--- src/rtl/rol_16b_4b_seq.sv ---
// Sequential 16-bit rotate-left log-shifter: one stage per cycle, valid/ready on both sides.
// Optional build macro ROL_SEQ_EARLY_DONE_EN skips trailing stages whose amount bits are zero.
module rol_16b_4b_seq (
  input  logic        clk,
  input  logic        rst,
  input  logic        in_valid,
  output logic        in_ready,
  input  logic [15:0] A,
  input  logic [15:0] B,
  output logic        out_valid,
  input  logic        out_ready,
  output logic [15:0] out
);

  typedef enum logic [1:0] {
    IDLE = 2'd0,
    RUN  = 2'd1,
    DONE = 2'd2
  } state_t;

  state_t      state, state_nx;
  logic [1:0]  stg, stg_nx;
  logic [15:0] data, data_nx, rot;
  logic [3:0]  amt, amt_nx;
  logic        unused_b;

  assign unused_b  = ^B[15:4];
  assign in_ready  = (state == IDLE) && !rst;
  assign out_valid = (state == DONE);
  assign out       = data;

  always_ff @(posedge clk) begin
    if (rst) begin
      state <= IDLE;
      stg   <= 2'd0;
      data  <= 16'h0000;
      amt   <= 4'd0;
    end else begin
      state <= state_nx;
      stg   <= stg_nx;
      data  <= data_nx;
      amt   <= amt_nx;
    end
  end

  // Stage s rotates left by 2^s.
  always_comb begin
    rot = data;
    case (stg)
      2'd0:    rot = {data[14:0], data[15]};
      2'd1:    rot = {data[13:0], data[15:14]};
      2'd2:    rot = {data[11:0], data[15:12]};
      default: rot = {data[7:0],  data[15:8]};
    endcase
  end

`ifdef ROL_SEQ_EARLY_DONE_EN
  logic tail_zero;

  always_comb begin
    tail_zero = 1'b1;
    case (stg)
      2'd0:    tail_zero = (amt[3:1] == 3'b000);
      2'd1:    tail_zero = (amt[3:2] == 2'b00);
      2'd2:    tail_zero = !amt[3];
      default: tail_zero = 1'b1;
    endcase
  end
`endif

  always_comb begin
    state_nx = state;
    stg_nx   = stg;
    data_nx  = data;
    amt_nx   = amt;
    case (state)
      IDLE: begin
        if (in_valid && in_ready) begin
          data_nx  = A;
          amt_nx   = B[3:0];
          stg_nx   = 2'd0;
          state_nx = RUN;
`ifdef ROL_SEQ_EARLY_DONE_EN
          if (B[3:0] == 4'd0)
            state_nx = DONE;
`endif
        end
      end
      RUN: begin
        data_nx = amt[stg] ? rot : data;
        stg_nx  = stg + 2'd1;
        if (stg == 2'd3)
          state_nx = DONE;
`ifdef ROL_SEQ_EARLY_DONE_EN
        if (tail_zero)
          state_nx = DONE;
`endif
      end
      DONE: begin
        if (out_ready)
          state_nx = IDLE;
      end
      default: state_nx = IDLE;
    endcase
  end

endmodule

--- config.mk ---
export PLATFORM = sky130hd
export DESIGN_NAME = rol_16b_4b_seq
export DESIGN_NICKNAME = d
export VERILOG_FILES = /design/src/rtl/rol_16b_4b_seq.sv
export SDC_FILE = /design/constraint.sdc
export NUM_CORES = 1
export LEC_CHECK = 0
export ABC_AREA = 1
export BUFFER_PORTS_ARGS = -buffer_cell sky130_fd_sc_hd__buf_2
export CAP_MARGIN = 20
export CORE_ASPECT_RATIO = 1.5
export CORE_MARGIN = 2
export CORE_UTILIZATION = 48
export DETAILED_ROUTE_END_ITERATION = 6
export PLACE_DENSITY = 0.77
export SLEW_MARGIN = 20
export SYNTH_ARGS = -nofsm -noshare
export SYNTH_HDL_FRONTEND = slang
export SYNTH_SLANG_ARGS = --single-unit
--- constraint.sdc ---
create_clock -name clk -period 1.65 [get_ports clk]
set_clock_uncertainty 0.15 [all_clocks]
set_input_delay 0.33 -clock clk [delete_from_list [all_inputs] [get_ports clk]]
set_output_delay 0.33 -clock clk [all_outputs]
set_load 0.1 [all_outputs]
==> impl_metrics.json <==
{
  "status": "completed",
  "clock_latency_ps": 280,
  "finalHoldWorstSlack_ps": 131,
  "htreeDepth": 1,
  "drive_gt1_frac": 0.271,
  "grt_pass1_vias": 2187,
  "final_nets": 461,
  "cp.arrival_ps": 1660,
  "hold_start": "B[2]",
  "cp-startpoint": "stg[1]$_SDFFE_PP0P_",
  "ctsHoldBuffers": 0,
  "comb_power_share": 0.503,
  "crit_type": "register to register",
  "max_slew.worst_pin.slew_ps": 458,
  "dp_hpwl_mm": 3.93,
  "rsz0062_at_grt": "true",
  "syn-cell-area_um2": 1950,
  "globalplace.congestion": 0.915,
  "finalHoldViolCount": 0,
  "min_period_ps": 1620,
  "port_buffers": 41,
  "timing.fmax_mhz": 616,
  "multi_input_area_um2": 1210,
  "slew_headroom": 0.694,
  "final_common_cell": "nand2_1",
  "maxSlewViolCount": 0,
  "seqPwrFrac": 0.322,
  "num_rows": 28,
  "synth_seq_cells": 24,
  "p_per_area_nw_per_um2": 872,
  "final_antenna_net_count": 0,
  "start_util": 0.496,
  "post_drt_wl_per_cell_um": 12.4,
  "clock_path_buffers": 2,
  "max_stage_delay_ps": 390,
  "cts_tree": "done",
  "areaGrowthSynthToFinish_pct": 43.9,
  "power.leakage_nw": 1.55,
  "clockPowerShare": 0.174,
  "setup_viol": 0,
  "grt_overflow": 0,
  "grt_max_degree": 23,
  "drc_errors": 0,
  "n_antenna_cell": 0,
  "seq_area_frac_synth": 0.247,
  "hp-class": "input port to register",
  "r2r.worst_path.cells": 11,
  "fin_cells": 465,
  "mostFrequentLayoutCells": "nand2_1, nor2_1, inv_1",
  "syn_avg_cell_area_um2": 5.41,
  "netlist-cell-type-count": 23,
  "dieArea_um2": 4590,
  "worst-r2r-setup-slack_ps": 30,
  "route.vias.total": 2332,
  "fill_cells": 331,
  "die_w_um": 56.0,
  "vdd_ir_drop_max_v": 0.000628,
  "clock_sinks": 24,
  "hold_depth": 3,
  "track_usage": 0.246,
  "path_common_cell": "nor2_1",
  "timing.rr.end": "out[6]$_SDFFE_PP0P_",
  "p_total_mw": 2.44,
  "intPower_mw": 1.34,
  "ios": 54,
  "path_max_fanout": 5,
  "root_buffer": "clkbuf_8",
  "cp-start-kind": "register",
  "swShare": 0.451,
  "synth_cells": 360,
  "syn_nets": 400,
  "p_sw_mw": 1.10,
  "cts_buffers": 3,
  "drt_pass1_iterations": 4,
  "finish.utilization": 0.714,
  "antenna_found_initial": 0,
  "cp_cell_sequence": "inv_2 -> ha_4 -> buf_4 -> nand2_2 -> nand2_1 -> nor2_1 -> nor2_1 -> nor2_1 -> nand2_1 -> inv_2 -> nor2_1",
  "drt-total-wl_mm": 5.79,
  "regArea_um2": 490,
  "cts.clk_slew.worst_paths_ps": 100,
  "post-route-period-util": 0.984,
  "end_kind": "register",
  "whs_endpoint": "amt[2]$_SDFFE_PP0P_",
  "crit_required_ps": 1690,
  "vias_per_cell": 5.02,
  "drtIter0Drc": 59,
  "numPlacedInstances": 458,
  "yosys_warnings": 0,
  "reg2reg_from": "stg[1]$_SDFFE_PP0P_",
  "die_h_um": 82.0,
  "drv_cap": 0,
  "grt_pass1_wl_mm": 9.11,
  "cpMaxStageDelayCell": "dfxtp_4",
  "core_area_um2": 3920
}
## final cells by class
cell class | count | share of cell area
Sequential cell | 24 | 0.175
Timing Repair Buffer | 74 | 0.276
Inverter | 56 | 0.0759
Clock buffer | 4 | 0.0196
Tap cell | 45 | 0.0201
Multi-Input combinational cell | 262 | 0.433
## how the worst max path moves through the flow
stage | to | slack [ps] | depth (start not counted)
after floorplan | out[1]$_SDFFE_PP0P_ | -400 | 7
after global placement | out[13]$_SDFFE_PP0P_ | -30 | 10
after detailed placement | out[6]$_SDFFE_PP0P_ | -60 | 10
after CTS | out[6]$_SDFFE_PP0P_ | 2 | 11
after global routing | out[6]$_SDFFE_PP0P_ | -80 | 11
final | out[6]$_SDFFE_PP0P_ | 30 | 11
## routing by layer
layer | vias to the layer above | share of wire | global-route usage
met3 | 20 | 0.058 | 0.0283
met1 | 1049 | 0.38 | 0.259
met5 | - | 0 | 0
li1 | 1182 | - | -
met4 | 0 | 0.036 | 0.114
met2 | 81 | 0.53 | 0.480
## power by group through the flow
stage | clock (mW) | sequential [mW] | combinational (mW)
finish | 0.426 | 0.787 | 1.23
global placement | 0 | 0.788 | 1.14
detailed placement | 0 | 0.791 | 1.16
floorplan | 0 | 1.05 | 0.471
CTS | 0.436 | 0.779 | 1.17
global route | 0.449 | 0.795 | 1.33
## critical path, delay by kind of cell, from the launching register on
kind	cells	cell delay, ps
buf+inv	3	280
flops	1	390
fa+ha+maj	1	190
simple gates	7	520
## sequential cells by signal, indices dropped and copies added (netlist names)
register  cells
out          16
stg           2
state         2
amt           4
## kinds of logic (layout without fill, tap and decap cells)
logic type,Yosys count,in the layout,share of synthesized area
AO/OA/AOI/OAI,21,21,0.0610
adder cells (fa/ha/maj),4,4,0.0257
AND/OR/NAND/NOR,237,237,0.499
buffers and inverters,74,134,0.168
flip-flops,24,24,0.247
## Yosys cell counts, drive strengths merged
library cell | instances | area, µm²
nand2 | 126 | 488
nor2 | 82 | 315
inv | 53 | 199
nand3 | 28 | 153
dfxtp | 24 | 480
o21ai | 17 | 96.3
buf | 12 | 91.3
clkbuf | 6 | 25.0
ha | 4 | 50.1
a21oi | 3 | 15.0
clkinv | 3 | 11.3
nor3 | 1 | 16.3
o31ai | 1 | 7.51
## through the flow
stage | worst slack, ps | cell area (µm²) | setup TNS (ps)
2_1_floorplan | -396 | 1970 | -8050
3_3_place_gp | -25.7 | 2640 | -49.0
3_5_place_dp | -64.5 | 2640 | -162
4_1_cts | 1.86 | 2710 | 0
5_1_grt | -82.3 | 2800 | -172
6_report | 25.6 | 2800 | 0
## timing repair
item	4_1_cts	5_1_grt
buffers inserted	1	2
endpoints found under the setup margin	15	16
hold endpoints to repair	0	0
pin swaps	1	10
gates resized for setup	5	21
Power figures use the tool's default switching activity.
